### config.mk
export PLATFORM = sky130hd
export DESIGN_NAME = bk_add_pipe_flat
export DESIGN_NICKNAME = d
export VERILOG_FILES = /design/src/rtl/bk_add_pkg.sv /design/src/rtl/bk_add_pipe_if.sv /design/src/rtl/bk_prefix_level.sv /design/src/rtl/bk_add_pipe.sv /design/src/flat_wrapper.sv
export SDC_FILE = /design/constraint.sdc
export NUM_CORES = 1
export LEC_CHECK = 0
export CORE_ASPECT_RATIO = 0.9
export CORE_MARGIN = 3
export CORE_UTILIZATION = 55
export DETAILED_ROUTE_END_ITERATION = 10
export MAX_ROUTING_LAYER = met4
export PLACE_DENSITY_LB_ADDON = 0.1
export RECOVER_POWER = 50
export SLEW_MARGIN = 0
export SYNTH_ARGS = -nofsm -noshare
export SYNTH_HDL_FRONTEND = slang
export SYNTH_SLANG_ARGS = --single-unit
### constraint.sdc
create_clock -name clk -period 3.6 [get_ports clk]
set_input_delay 0.72 -clock clk [delete_from_list [all_inputs] [get_ports clk]]
set_output_delay 0.72 -clock clk [all_outputs]
set_load 0.01 [all_outputs]
### src/rtl/bk_add_pkg.sv
// Shared types and elaboration helpers for the pipelined Brent-Kung adder.
package bk_add_pkg;

  typedef struct packed {
    logic g;
    logic p;
  } pg_t;

  function automatic int up_levels(input int width);
    return $clog2(width);
  endfunction

  function automatic int down_levels(input int width);
    return $clog2(width) - 1;
  endfunction

  // Number of register stages actually built; out-of-range depths are clamped.
  function automatic int stage_count(input int latency);
    return (latency < 1) ? 1 : ((latency > 3) ? 3 : latency);
  endfunction

  function automatic pg_t pg_combine(input pg_t hi, input pg_t lo);
    pg_t r;
    r.g = hi.g | (hi.p & lo.g);
    r.p = hi.p & lo.p;
    return r;
  endfunction

endpackage

### src/rtl/bk_add_pipe_if.sv
// Operand/result handshake bundle for bk_add_pipe.
// BK_ADD_OVF_EN adds the out_ovf signal.
interface bk_add_pipe_if #(
    parameter int WIDTH = 32
);
  logic             in_valid;
  logic             in_ready;
  logic [WIDTH-1:0] in_a;
  logic [WIDTH-1:0] in_b;
  logic             in_cin;
  logic             in_sub;
  logic             out_valid;
  logic             out_ready;
  logic [WIDTH:0]   out_sum;
`ifdef BK_ADD_OVF_EN
  logic             out_ovf;

  modport master (output in_valid, in_a, in_b, in_cin, in_sub, out_ready,
                  input  in_ready, out_valid, out_sum, out_ovf);
  modport slave  (input  in_valid, in_a, in_b, in_cin, in_sub, out_ready,
                  output in_ready, out_valid, out_sum, out_ovf);
`else
  modport master (output in_valid, in_a, in_b, in_cin, in_sub, out_ready,
                  input  in_ready, out_valid, out_sum);
  modport slave  (input  in_valid, in_a, in_b, in_cin, in_sub, out_ready,
                  output in_ready, out_valid, out_sum);
`endif
endinterface

### src/rtl/bk_prefix_level.sv
// One combinational Brent-Kung prefix level; DOWN selects the down-sweep node pattern.
module bk_prefix_level
  import bk_add_pkg::*;
#(
  parameter int WIDTH = 32,
  parameter int LEVEL = 0,
  parameter bit DOWN  = 1'b0
) (
  input  pg_t [WIDTH-1:0] prv,
  output pg_t [WIDTH-1:0] nxt
);

  localparam int SPAN = 1 << LEVEL;
  localparam int STEP = 2 * SPAN;

  for (genvar i = 0; i < WIDTH; i++) begin : g_bit
    // Up-sweep closes blocks at i = k*STEP-1; down-sweep fills the midpoints left open.
    localparam bit NODE = DOWN ? ((((i + 1) % STEP) == SPAN) && (i >= STEP))
                               : (((i + 1) % STEP) == 0);
    if (NODE) begin : g_node
      assign nxt[i] = pg_combine(prv[i], prv[i-SPAN]);
    end else begin : g_pass
      assign nxt[i] = prv[i];
    end
  end

endmodule

### src/rtl/bk_add_pipe.sv
// Pipelined Brent-Kung adder/subtractor with valid/ready on both sides.
// Define BK_ADD_OVF_EN to add the signed-overflow output.
module bk_add_pipe
  import bk_add_pkg::*;
#(
  parameter int WIDTH   = 32,
  parameter int LATENCY = 2
) (
  input logic          clk,
  input logic          rst_n,
  bk_add_pipe_if.slave bus
);

  localparam int UPL    = up_levels(WIDTH);
  localparam int DNL    = down_levels(WIDTH);
  localparam int STAGES = stage_count(LATENCY);
  localparam bit HAS_P0 = (STAGES >= 3);
  localparam bit HAS_P1 = (STAGES >= 2);

  logic             vld_p0, vld_p1, vld_p2;
  logic             rdy_p0, rdy_p1, rdy_p2;
  logic             cin_eff, cin_p0, cin_p1;
  logic [WIDTH-1:0] b_eff, prop_p0, prop_p1, carry, unused_grp_p;
  logic [WIDTH:0]   sum_nxt, sum_p2;
  pg_t  [WIDTH-1:0] gen_pg, pg_p0, up_pg, pg_p1, dn_pg;

  // P1: generate/propagate; carry-in folds into bit 0 so the prefix yields carries directly
  assign b_eff   = bus.in_sub ? ~bus.in_b : bus.in_b;
  assign cin_eff = bus.in_sub | bus.in_cin;

  for (genvar i = 0; i < WIDTH; i++) begin : g_pg
    assign gen_pg[i].p = bus.in_a[i] ^ b_eff[i];
    if (i == 0) begin : g_lsb
      assign gen_pg[i].g = (bus.in_a[i] & b_eff[i]) | ((bus.in_a[i] ^ b_eff[i]) & cin_eff);
    end else begin : g_bit
      assign gen_pg[i].g = bus.in_a[i] & b_eff[i];
    end
    assign prop_p0[i] = pg_p0[i].p;
  end

  if (HAS_P0) begin : g_p0
    assign rdy_p0 = ~vld_p0 | rdy_p1;
    always_ff @(posedge clk or negedge rst_n) begin
      if (!rst_n) begin
        vld_p0 <= 1'b0;
        pg_p0  <= '0;
        cin_p0 <= 1'b0;
      end else if (rdy_p0) begin
        vld_p0 <= bus.in_valid;
        if (bus.in_valid) begin
          pg_p0  <= gen_pg;
          cin_p0 <= cin_eff;
        end
      end
    end
  end else begin : g_p0_thru
    assign rdy_p0 = rdy_p1;
    assign vld_p0 = bus.in_valid;
    assign pg_p0  = gen_pg;
    assign cin_p0 = cin_eff;
  end

  // P2: up-sweep
  for (genvar l = 0; l < UPL; l++) begin : g_up
    pg_t [WIDTH-1:0] prv, nxt;
    if (l == 0) begin : g_src
      assign prv = pg_p0;
    end else begin : g_src
      assign prv = g_up[l-1].nxt;
    end
    bk_prefix_level #(.WIDTH(WIDTH), .LEVEL(l), .DOWN(1'b0)) u_level (.prv(prv), .nxt(nxt));
  end
  assign up_pg = g_up[UPL-1].nxt;

  if (HAS_P1) begin : g_p1
    assign rdy_p1 = ~vld_p1 | rdy_p2;
    always_ff @(posedge clk or negedge rst_n) begin
      if (!rst_n) begin
        vld_p1  <= 1'b0;
        pg_p1   <= '0;
        prop_p1 <= '0;
        cin_p1  <= 1'b0;
      end else if (rdy_p1) begin
        vld_p1 <= vld_p0;
        if (vld_p0) begin
          pg_p1   <= up_pg;
          prop_p1 <= prop_p0;
          cin_p1  <= cin_p0;
        end
      end
    end
  end else begin : g_p1_thru
    assign rdy_p1  = rdy_p2;
    assign vld_p1  = vld_p0;
    assign pg_p1   = up_pg;
    assign prop_p1 = prop_p0;
    assign cin_p1  = cin_p0;
  end

  // P3: down-sweep, then sum = p ^ carry-into-bit
  for (genvar k = 0; k < DNL; k++) begin : g_dn
    pg_t [WIDTH-1:0] prv, nxt;
    if (k == 0) begin : g_src
      assign prv = pg_p1;
    end else begin : g_src
      assign prv = g_dn[k-1].nxt;
    end
    bk_prefix_level #(.WIDTH(WIDTH), .LEVEL(UPL - 2 - k), .DOWN(1'b1)) u_level (.prv(prv), .nxt(nxt));
  end
  assign dn_pg = g_dn[DNL-1].nxt;

  for (genvar i = 0; i < WIDTH; i++) begin : g_carry
    assign carry[i]        = dn_pg[i].g;
    assign unused_grp_p[i] = dn_pg[i].p;
  end
  assign sum_nxt = {carry[WIDTH-1], prop_p1 ^ {carry[WIDTH-2:0], cin_p1}};

  assign rdy_p2 = ~vld_p2 | bus.out_ready;

`ifdef BK_ADD_OVF_EN
  logic ovf_p2;
  // Signed overflow: carry into the MSB differs from carry out of it.
  wire  ovf_nxt = carry[WIDTH-1] ^ carry[WIDTH-2];
`endif

  // Output register
  always_ff @(posedge clk or negedge rst_n) begin
    if (!rst_n) begin
      vld_p2 <= 1'b0;
      sum_p2 <= '0;
`ifdef BK_ADD_OVF_EN
      ovf_p2 <= 1'b0;
`endif
    end else if (rdy_p2) begin
      vld_p2 <= vld_p1;
      if (vld_p1) begin
        sum_p2 <= sum_nxt;
`ifdef BK_ADD_OVF_EN
        ovf_p2 <= ovf_nxt;
`endif
      end
    end
  end

  assign bus.in_ready  = rdy_p0;
  assign bus.out_valid = vld_p2;
  assign bus.out_sum   = sum_p2;
`ifdef BK_ADD_OVF_EN
  assign bus.out_ovf   = ovf_p2;
`endif

endmodule

### src/flat_wrapper.sv
// flat-port wrapper written by rule: the top's interface ports become plain ports
module bk_add_pipe_flat import bk_add_pkg::*;
#(
  parameter int WIDTH   = 32,
  parameter int LATENCY = 2
)
  (clk, rst_n, bus_in_valid, bus_in_a, bus_in_b, bus_in_cin, bus_in_sub, bus_out_ready, bus_in_ready, bus_out_valid, bus_out_sum);
  bk_add_pipe_if #(.WIDTH(WIDTH)) bus_i ();
  input logic clk;
  input logic rst_n;
  input wire logic [$bits(bus_i.in_valid)-1:0] bus_in_valid;
  input wire logic [$bits(bus_i.in_a)-1:0] bus_in_a;
  input wire logic [$bits(bus_i.in_b)-1:0] bus_in_b;
  input wire logic [$bits(bus_i.in_cin)-1:0] bus_in_cin;
  input wire logic [$bits(bus_i.in_sub)-1:0] bus_in_sub;
  input wire logic [$bits(bus_i.out_ready)-1:0] bus_out_ready;
  output wire logic [$bits(bus_i.in_ready)-1:0] bus_in_ready;
  output wire logic [$bits(bus_i.out_valid)-1:0] bus_out_valid;
  output wire logic [$bits(bus_i.out_sum)-1:0] bus_out_sum;
  assign bus_i.in_valid = bus_in_valid;
  assign bus_i.in_a = bus_in_a;
  assign bus_i.in_b = bus_in_b;
  assign bus_i.in_cin = bus_in_cin;
  assign bus_i.in_sub = bus_in_sub;
  assign bus_i.out_ready = bus_out_ready;
  assign bus_in_ready = bus_i.in_ready;
  assign bus_out_valid = bus_i.out_valid;
  assign bus_out_sum = bus_i.out_sum;
  bk_add_pipe #(.WIDTH(WIDTH), .LATENCY(LATENCY)) u_core (.clk(clk), .rst_n(rst_n), .bus(bus_i));
endmodule
==> results of run 1 <==
## area by class of cell
cell class              count  area [sq um]  share of cell area, %
multi-input cells         448          2696                  38.28
repair buffers            111          1109                  15.74
well taps                 126         157.7                  2.238
inverters                   1         3.754                0.05330
clock buffers              12         256.5                  3.642
flip-flops and latches    111          2778                  39.44
clock inverters             3         42.54                 0.6040
## cell usage after synthesis (2+ instances only)
library cell	count	area, sq um
nand4_1	4	25.02
nand2b_1	3	18.77
buf_2	15	75.07
clkbuf_1	6	22.52
o211ai_1	3	22.52
ha_1	47	588.1
nand2_1	202	758.2
xnor2_1	2	17.52
a21o_1	17	127.6
mux2_2	16	180.2
nor3_1	2	10.01
dfrtp_1	111	2778
xor2_1	47	411.6
nor2_1	34	127.6
nand3_1	6	30.03
o21ai_0	41	205.2
buf_6	4	45.04
a21oi_1	11	55.05
## where the power goes
group / total, mW / internal (mW) / leakage (nW) / switching [mW]
logic: 1.23 / 0.660 / 1.95 / 0.567
clock network: 1.01 / 0.573 / 0.145 / 0.435
registers: 1.73 / 1.55 / 1.37 / 0.174
## registers in the layout, summed over array words and instances, names as in the netlist
| name | count |
|---|---|
| u_core.g_dn.prv | 43 |
| u_core.bus.out_sum | 33 |
| u_core.prop_p1 | 32 |
| u_core.bus.out_valid | 1 |
| u_core.cin_p1 | 1 |
| u_core.vld_p1 | 1 |
## per-layer routing
layer / share of wire, % / wire length [microns] / up-vias
li1: - / - / 2134
met1: 46 / 5604 / 2035
met2: 49 / 5922 / 81
met3: 4.3 / 525 / 10
met4: 0.80 / 97 / 0
met5: 0 / 0 / -
## final timing paths
kind	to	startpoint	cells after the start
max	bus_in_ready	bus_out_ready	3
min	u_core.g_dn[0].prv[45]	u_core.g_dn[0].prv[45]	2
max reg2reg	u_core.g_dn[0].prv[63]	u_core.vld_p1	5
min reg2reg	u_core.g_dn[0].prv[45]	u_core.g_dn[0].prv[45]	2
max in group asynchronous	u_core.bus.out_sum[30]	rst_n	2
min in group asynchronous	u_core.bus.out_sum[11]	rst_n	1
## cells by family (layout without fill, tap and decap cells)
group           after synthesis  count (layout)  synth area share, %
xor+xnor                     49              49                7.631
flops                       111             111                49.39
fa+ha+maj                    47              47                10.46
compound gates               80              80                8.677
simple gates                256             256                17.91
buf+inv                      27             127                2.736
mux                          16              16                3.204
## worst register-to-register path, stage by stage (launching register included)
cell       delay, ns
dfrtp_1         0.40
nand3b_1        0.19
nand2_1         0.53
a2111oi_0       0.57
o22a_1          0.20
nand3_1         0.06
## cell usage in the layout, fill, tap and decap left out, types with 2 or more instances in the layout
| master | n |
|---|---|
| dfrtp_1 | 111 |
| buf_4 | 5 |
| nand2b_1 | 3 |
| clkbuf_8 | 2 |
| o211ai_1 | 3 |
| xnor2_1 | 2 |
| nand2_1 | 201 |
| nor3_1 | 2 |
| nor2_1 | 34 |
| dlygate4sd3_1 | 3 |
| a21o_1 | 17 |
| nand3_1 | 6 |
| nand4_1 | 4 |
| mux2_2 | 16 |
| ha_1 | 47 |
| clkbuf_16 | 9 |
| a21oi_1 | 11 |
| buf_12 | 2 |
| clkdlybuf4s50_1 | 99 |
| o21ai_0 | 41 |
| xor2_1 | 47 |
==> results.rst, run 1 <==
.. list-table::
   :header-rows: 1

   * - Metric
     - Value
   * - Pre-antenna DRT Iters
     - 4
   * - Growth of design area from synthesis to finish
     - 25.23%
   * - Largest fanout on the critical path
     - 4
   * - Routability congestion estimate
     - 0.8543
   * - Endpoint kind of the worst setup timing path
     - output port
   * - Data arrival time of the worst path
     - 2.05 ns
   * - Diodes inserted
     - 0
   * - Power Total
     - 3.962 mW
   * - First-pass GRT wire length
     - about 20000 microns
   * - Initial standard-cell utilization of the core
     - 57.23%
   * - Floorplan die area
     - 11480 sq um
   * - Standby leakage power
     - 3.458 nW
   * - Post-layout instance area
     - approximately 7000 sq um
   * - Post-Route Hold Slack
     - 0.4750 ns
   * - Count of maximum capacitance violations
     - 1
   * - Busiest grt layer
     - met2
   * - Clock Skew
     - 0.005836 ns
   * - Final WS setup
     - 0.8295 ns
   * - Clock slew seen by the registers of the worst setup and hold paths
     - 0.06 ns
   * - Input/output buffers
     - 104
   * - Via density per instance
     - 5.246
   * - Core region area
     - 9827 sq um
   * - Clock buffer count from CTS
     - 9
   * - Path category of the worst min-delay check
     - reg -> reg
   * - Post-layout min period
     - 2.770 ns
   * - F_max
     - 361.0 MHz
   * - H-tree depth
     - 3
   * - R2R setup slack
     - 1.52 ns
   * - Status
     - complete, but fails checks
   * - Kind of launch point of the worst setup path
     - input pin
   * - DRC violations left
     - 0
   * - Placed insts
     - 797
   * - GRT met2 Usage
     - 37.20%
   * - Crit-path slowest cell
     - dlygate4sd3_1
   * - Routing usage on met3
     - 5.151%
   * - Share of async-settable or async-resettable flops after synthesis
     - 100.0%
   * - Critical path class
     - in -> out
   * - Number of nets in the synthesized netlist
     - 703
   * - CTS sink cnt
     - 111
   * - Power per standard cell area
     - 562.6 nW/um^2
   * - WL final
     - between 10000 and 15000 microns
   * - Setup tns final
     - 0 ns
   * - Final Net Count
     - approximately 800
   * - Insertion delay to the later sink of the worst-skew pair
     - between 0.3 and 0.4 ns
   * - Setup bufs post-CTS
     - 0
   * - Initial antenna violation count
     - 0
   * - Share of cells above drive strength 1
     - 6.414%
   * - Total congestion overflow
     - 0
   * - Setup slack at placement
     - 0.5965 ns
   * - Die height
     - between 100 and 150 microns
   * - Number of nets with antenna violations after routing
     - 0
   * - Max clock buf depth
     - 2
   * - First-iteration detailed-routing DRC count
     - 174
   * - Req. time, crit path
     - 2.88 ns
   * - Mean Syn Cell Area
     - 9.598 sq um
   * - Cell chain of the critical path
     - dlygate4sd3_1 > nand3b_1 > clkdlybuf4s50_1
   * - Post-Route Utilization
     - 71.67%
   * - M1 GR Usage
     - a little under a third
   * - Worst max-slew margin expressed relative to the limit
     - 0.004648%
   * - Routed length per instance
     - 14.96 microns
   * - Synthesized cell area
     - between 5000 and 6000 sq um
   * - Cell count after synthesis
     - between 500 and 600
   * - Hpwl dp
     - around 8600 microns
   * - Peak supply drop
     - between 300 and 400 uV
   * - Post-CTS Hold Buffers
     - 0
   * - Count of vias placed by the detailed router
     - ~4300
   * - Buffering stage count on the worst path with inverters included
     - 2
   * - Cell family with the largest share of critical-path delay
     - buffers and inverters
   * - Sequential-to-total area share from yosys stat
     - 49.39%
   * - Count of pins over their slew limit
     - 0
   * - Number of endpoints failing setup at the final stage
     - 0
   * - Chip Width
     - 112.6 microns
   * - Post-layout instance count excluding filler cells
     - 812
   * - Largest stage delay on the critical path
     - ~0.55 ns
   * - Synth unique cells
     - 33
   * - Total global-route track usage
     - 22.93%
   * - Number of synthesized flops with an enable pin
     - 0
   * - Period utilization
     - about three quarters
   * - Pin count of the biggest net entering global routing
     - 71
   * - Most used flip-flop cell after synthesis
     - dfrtp_1
   * - TritonCTS clock tree
     - yes
   * - Post-synthesis sequential element count
     - 111
   * - Total count of hold-check failures in the final report
     - 0
   * - Total placed instance area
     - 6749 sq um
   * - Number of placement rows
     - 34
   * - Vias in the first global route
     - 4275
   * - Failing checks
     - capacitance limit
   * - Setup repair after global routing missed its margin
     - false
   * - IO Count
     - between 100 and 150
   * - FILL cells
     - 770
   * - Syn. warnings
     - 0
   * - Slew at the pin closest to its max-slew limit
     - 1.500 ns
   * - Clock tree root driver cell
     - clkbuf_16
   * - Resize count post-CTS
     - 0
No activity file was read; power rests on OpenSTA's default activity.
==> run 2, diff against run 1 <==
Settings changed: CORE_UTILIZATION 55 to 48.
Clock period 3.6 ns to 2.25 ns, I/O delays scaled along.
==> run 2 against run 1 <==
Compared with the run above:
- the run ends with capacitance limit, slew limit left
- clock power increased by 42%
- register-to-register slack got worse by 1.1 ns
- sequential power increased by 60%
- combinational power increased by 67%
- total power up 58%
- wire length increased by 1.4%
- via count up 1.4%
- final area rose by 2.8%
- count of clock-buffer cells in the layout did not move
- critical endpoint is now u_core.g_dn[0].prv[63]
==> results.rst, run 2 (same netlist as run 1, synthesis figures left out) <==
.. list-table::
   :header-rows: 1

   * - Metric
     - Value
   * - Count of pins over their slew limit
     - 68
   * - Count of vias placed by the detailed router
     - 4318
   * - Worst-case reg-to-reg path depth
     - 7
   * - Cell chain of the critical path
     - clkdlybuf4s50_1 > xor2_1 > ha_1 > a21o_1 > a21o_1 > a221oi_2 > buf_4 > o22a_1 > nand3_1
   * - First-pass GRT wire length
     - 20910 microns
   * - Floorplan die area
     - 13050 sq um
   * - Kind of launch point of the worst setup path
     - input pin
   * - Setup bufs post-CTS
     - 0
   * - Clock slew seen by the registers of the worst setup and hold paths
     - around 0.06 ns
   * - DRC violations left
     - 0
   * - Clock buffer count from CTS
     - 9
   * - Busiest grt layer
     - met2
   * - Clock tree root driver cell
     - clkbuf_16
   * - Number of placement rows
     - 36
   * - Status
     - complete, but fails checks
   * - Critical path class
     - in -> reg
   * - Path category of the worst min-delay check
     - in -> async
   * - Core region area
     - 11130 sq um
   * - Growth of design area from synthesis to finish
     - 28.74%
   * - Routing usage on met3
     - 4.098%
   * - Share of cells above drive strength 1
     - 9.691%
   * - Data arrival time of the worst path
     - approximately 2.4 ns
   * - Insertion delay to the later sink of the worst-skew pair
     - 0.35 ns
   * - Max clock buf depth
     - 2
   * - Count of maximum capacitance violations
     - 1
   * - Routability congestion estimate
     - between 0.8 and 0.9
   * - Power Total
     - 6.255 mW
   * - Die height
     - 108.7 microns
   * - Pin count of the biggest net entering global routing
     - 94
   * - Routed length per instance
     - 14.26 microns
   * - Req. time, crit path
     - about 2.5 ns
   * - Worst max-slew margin expressed relative to the limit
     - -9.413%
   * - Diodes inserted
     - 0
   * - R2R setup slack
     - 0.47 ns
   * - Cell family with the largest share of critical-path delay
     - compound AO/OA/AOI/OAI gates
   * - TritonCTS clock tree
     - yes
   * - Input/output buffers
     - between 100 and 150
   * - Clock Skew
     - 0.005693 ns
   * - Post-Route Hold Slack
     - 0.4677 ns
   * - F_max
     - 468.6 MHz
   * - Largest stage delay on the critical path
     - 0.47 ns
   * - Post-layout min period
     - 2.134 ns
   * - Leading cell type in the layout, fill and taps excluded
     - nand2_1
   * - Total global-route track usage
     - ~21%
   * - Hpwl dp
     - 8774 microns
   * - GRT met2 Usage
     - 33.45%
   * - Endpoint kind of the worst setup timing path
     - flip-flop
   * - Number of endpoints failing setup at the final stage
     - 0
   * - Initial standard-cell utilization of the core
     - approximately half
   * - Failing checks
     - capacitance limit, slew limit
   * - Buffering stage count on the worst path with inverters included
     - 2
   * - Slew at the pin closest to its max-slew limit
     - around 1.6 ns
   * - Chip Width
     - 120.1 microns
   * - Total count of hold-check failures in the final report
     - 0
   * - Worst reg2reg path endpoint
     - u_core.bus.out_sum[31]
   * - H-tree depth
     - 3
   * - Via density per instance
     - 4.998
   * - Standby leakage power
     - 3.560 nW
   * - Largest fanout on the critical path
     - 2
   * - First-iteration detailed-routing DRC count
     - 259
   * - Beginning of the worst register-to-register path
     - u_core.g_dn[0].prv[31]
   * - Peak supply drop
     - 442.5 uV
   * - Most frequent cell on the critical path
     - a21o_1
   * - CTS sink cnt
     - 111
   * - IO Count
     - 105
   * - Period utilization
     - between 90% and 100%
   * - Vias in the first global route
     - around 4400
   * - Final Net Count
     - ~820
   * - Initial antenna violation count
     - 0
   * - Crit-path slowest cell
     - clkdlybuf4s50_1
   * - Number of nets with antenna violations after routing
     - 0
   * - WL final
     - 12320 microns
   * - M1 GR Usage
     - between 20 and 30%
   * - Largest register FFs
     - 43
   * - Pre-antenna DRT Iters
     - 6
   * - Total congestion overflow
     - 0
   * - Commonest cells after routing, fill and taps aside
     - nand2_1 (200), dfrtp_1 (111), clkdlybuf4s50_1 (101)
   * - Power per standard cell area
     - between 800 and 900 nW/um^2
==> run 2: changes by cell type in the layout (fill, tap and decap cells not counted), moves of 2 or more <==
| cell | previous run | this run |
|---|---|---|
| buf_4 | 5 | 25 |
| clkbuf_1 | 1 | 5 |
| clkbuf_8 | 2 | 0 |
| clkdlybuf4s50_1 | 99 | 101 |
| clkinv_2 | 1 | 3 |
| dlygate4sd3_1 | 3 | 1 |
==> run 2: what timing repair did <==
action | CTS | global route
endpoints found under the setup margin | 0 | 1
hold buffers | 0 | 0
endpoints found under the hold margin | 0 | 0
gates resized for setup | 0 | 4
==> run 2: per-stage QoR <==
step	util (%)	cells	worst slack, ns	TNS, ns	instance area [sq um]
2_1_floorplan	-	586	0.02162	0	5624
3_3_place_gp	62.98	848	-0.2440	-0.4961	7007
6_report	65.08	864	0.1158	0	7241
3_5_place_dp	62.98	848	-0.3289	-0.6395	7007
5_1_grt	65.08	864	-0.02167	-0.02167	7241
4_1_cts	65.31	864	0.03166	0	7266
==> run 2: final cells by class <==
cell class / instances / area [sq um]
fill: 943 / 3885
sequential: 111 / 2778
multi-input combinational: 448 / 2711
timing repair buffer: 136 / 1299
clock buffer: 12 / 236.5
tap: 152 / 190.2
clock inverter: 4 / 22.52
inverter: 1 / 3.754
==> run 2: power breakdown <==
part	switching, mW	internal, mW
clock	0.686	0.747
combinational	0.932	1.13
sequential	0.278	2.49
==> run 2: worst max path at each step <==
stage                            start                endpoint  slack (ns)  cells past startpoint
after floorplan             bus_in_sub  u_core.g_dn[0].prv[63]        0.02                      9
after global placement    bus_in_b[25]  u_core.g_dn[0].prv[63]       -0.24                      8
after detailed placement  bus_in_b[25]  u_core.g_dn[0].prv[63]       -0.33                      8
after CTS                 bus_in_b[25]  u_core.g_dn[0].prv[63]        0.03                      8
after global routing      bus_in_b[17]  u_core.g_dn[0].prv[63]       -0.02                      9
final                     bus_in_b[21]  u_core.g_dn[0].prv[63]        0.12                      9
==> run 2: layer usage <==
layer | vias to the layer above | wire [microns] | part of all wire, %
li1 | 2168 | - | -
met1 | 2039 | 5644 | 46
met2 | 101 | 5963 | 48
met3 | 10 | 599 | 4.9
met4 | 0 | 114 | 0.93
met5 | - | 0 | 0
==> run 2: worst register-to-register path, cell delays in order (launching register included) <==
cell     delay (ns)
dfrtp_1        0.45
a21o_1         0.24
a21o_1         0.22
a21o_1         0.19
ha_1           0.19
nor2_1         0.13
xor2_1         0.14
o21ai_0        0.08
==> run 3, diff against run 2 <==
Settings changed: PLACE_DENSITY_LB_ADDON 0.1 to 0.2.
==> run 3 against run 2 <==
Compared with the run above:
- the run now ends clean
- register-to-register slack lost 0.09 ns
- combinational power hardly changed
- flip-flop and latch count unchanged
- worst setup slack worse by 0.038 ns
- utilization grew 0.46 points
- sequential share of layout area shrank 0.27 points
==> results.rst, run 3 (same netlist as run 1, synthesis figures left out) <==
.. list-table::
   :header-rows: 1

   * - Metric
     - Value
   * - Initial standard-cell utilization of the core
     - 50.55%
   * - Worst-case reg-to-reg path depth
     - 4
   * - Max clock buf depth
     - 2
   * - Pre-antenna DRT Iters
     - 4
   * - Count of maximum capacitance violations
     - 0
   * - Input/output buffers
     - around 100
   * - Clock Skew
     - between 0.004 and 0.005 ns
   * - Chip Width
     - 120.1 microns
   * - Peak supply drop
     - 702.7 uV
   * - Count of pins over their slew limit
     - 0
   * - Clock buffer count from CTS
     - 9
   * - Largest register FFs
     - 43
   * - Share of cells above drive strength 1
     - around a tenth
   * - WL final
     - 12580 microns
   * - Number of nets with antenna violations after routing
     - 0
   * - DRC violations left
     - 0
   * - Count of vias placed by the detailed router
     - 4334
   * - Number of placement rows
     - 36
   * - First-iteration detailed-routing DRC count
     - approximately 280
   * - First-pass GRT wire length
     - 21390 microns
   * - Insertion delay to the later sink of the worst-skew pair
     - 0.34 ns
   * - R2R setup slack
     - 0.38 ns
   * - Placed insts
     - around 850
   * - Via density per instance
     - 5.034
   * - Hpwl dp
     - 9073 microns
   * - Vias in the first global route
     - around 4500
   * - Total count of hold-check failures in the final report
     - 0
   * - Die height
     - 108.7 microns
   * - Core region area
     - about 11000 sq um
   * - Worst max-slew margin expressed relative to the limit
     - a little over a fifth
   * - H-tree depth
     - 3
   * - Routed length per instance
     - about 15 microns
   * - CTS sink cnt
     - 111
   * - Leading cell type in the layout, fill and taps excluded
     - nand2_1
   * - Final Net Count
     - 822
   * - Data arrival time of the worst path
     - approximately 1.7 ns
   * - Post-Route Utilization
     - 65.54%
   * - Kind of launch point of the worst setup path
     - input pin
   * - Path category of the worst min-delay check
     - in -> async
   * - Setup slack at placement
     - -0.3131 ns
   * - Routability congestion estimate
     - 0.8202
   * - Post-layout instance area
     - 7292 sq um
   * - Clock slew seen by the registers of the worst setup and hold paths
     - 0.07 ns
   * - Total placed instance area
     - 6979 sq um
   * - Worst reg2reg path endpoint
     - u_core.bus.out_sum[20]
   * - Diodes inserted
     - 0
   * - Post-CTS Hold Buffers
     - 0
   * - Pin count of the biggest net entering global routing
     - 94
   * - Number of endpoints failing setup at the final stage
     - 0
   * - Standby leakage power
     - 3.581 nW
   * - Clock tree root driver cell
     - clkbuf_16
   * - Slew at the pin closest to its max-slew limit
     - 1.170 ns
   * - Status
     - completed
   * - Floorplan die area
     - between 10000 and 15000 sq um
   * - TritonCTS clock tree
     - yes
   * - Req. time, crit path
     - 1.80 ns
   * - Growth of design area from synthesis to finish
     - 29.66%
   * - Setup repair after global routing missed its margin
     - false
   * - Setup tns final
     - 0 ns
   * - Post-layout instance count excluding filler cells
     - ~860
   * - F_max
     - 460.3 MHz
   * - Critical path class
     - in -> out
   * - Endpoint kind of the worst setup timing path
     - output port
   * - Total congestion overflow
     - 0
   * - Total global-route track usage
     - 21.15%
   * - IO Count
     - approximately 110
   * - Final WS setup
     - 0.07749 ns
   * - Power Total
     - ~6.5 mW
   * - Initial antenna violation count
     - 0
   * - Post-layout min period
     - 2.173 ns
   * - Post-Route Hold Slack
     - 0.3299 ns
   * - Beginning of the worst register-to-register path
     - u_core.bus.out_valid
   * - Commonest cells after routing, fill and taps aside
     - nand2_1 (200), dfrtp_1 (111), clkdlybuf4s50_1 (102)
   * - Power per standard cell area
     - 892.3 nW/um^2
   * - Largest fanout on the critical path
     - 4
   * - Period utilization
     - 96.56%
-- run 3: routing by layer --
layer | global-route usage (%) | routed length [microns] | vias up
met5 | - | 0 | -
met4 | 4.742 | 124 | 0
met3 | 4.720 | 521 | 10
met2 | 35.02 | 6163 | 99
met1 | 26.94 | 5768 | 2059
li1 | - | - | 2166
-- run 3: worst max-delay path: stages --
cell             delay (ns)
clkdlybuf4s50_1        0.47
nand3b_1               0.22
clkdlybuf4s50_1        0.58
-- run 3: worst max-delay path by stage --
stage | from | slack, ns | to | cells past startpoint
2_1_floorplan | bus_in_sub | 0.02 | u_core.g_dn[0].prv[63] | 9
3_3_place_gp | bus_in_b[21] | -0.24 | u_core.g_dn[0].prv[63] | 9
3_5_place_dp | bus_in_b[17] | -0.31 | u_core.g_dn[0].prv[63] | 9
4_1_cts | bus_in_b[25] | 0.04 | u_core.g_dn[0].prv[63] | 8
5_1_grt | bus_in_b[21] | 0.003 | u_core.g_dn[0].prv[63] | 9
6_report | bus_out_ready | 0.08 | bus_in_ready | 3
-- run 3: power breakdown --
part | total, mW | leakage, nW | switching [mW] | internal [mW]
sequential | 2.77 | 1.37 | 0.287 | 2.49
combinational | 2.06 | 2.07 | 0.935 | 1.13
clock | 1.67 | 0.149 | 0.672 | 1.00
-- run 3: timing repair --
action / 4_1_cts / 5_1_grt
gates resized for setup: 0 / 7
setup buffers: 0 / 0
hold endpoints to repair: 0 / 0
endpoints found under the setup margin: 0 / 2
-- run 3: area by class of cell --
| type | instances | area [sq um] |
|---|---|---|
| well taps | 152 | 190.2 |
| repair buffers | 134 | 1291 |
| flip-flops and latches | 111 | 2778 |
| inverters | 1 | 3.754 |
| clock buffers | 12 | 246.5 |
| fillers | 923 | 3834 |
| clock inverters | 3 | 67.56 |
| multi-input cells | 448 | 2715 |
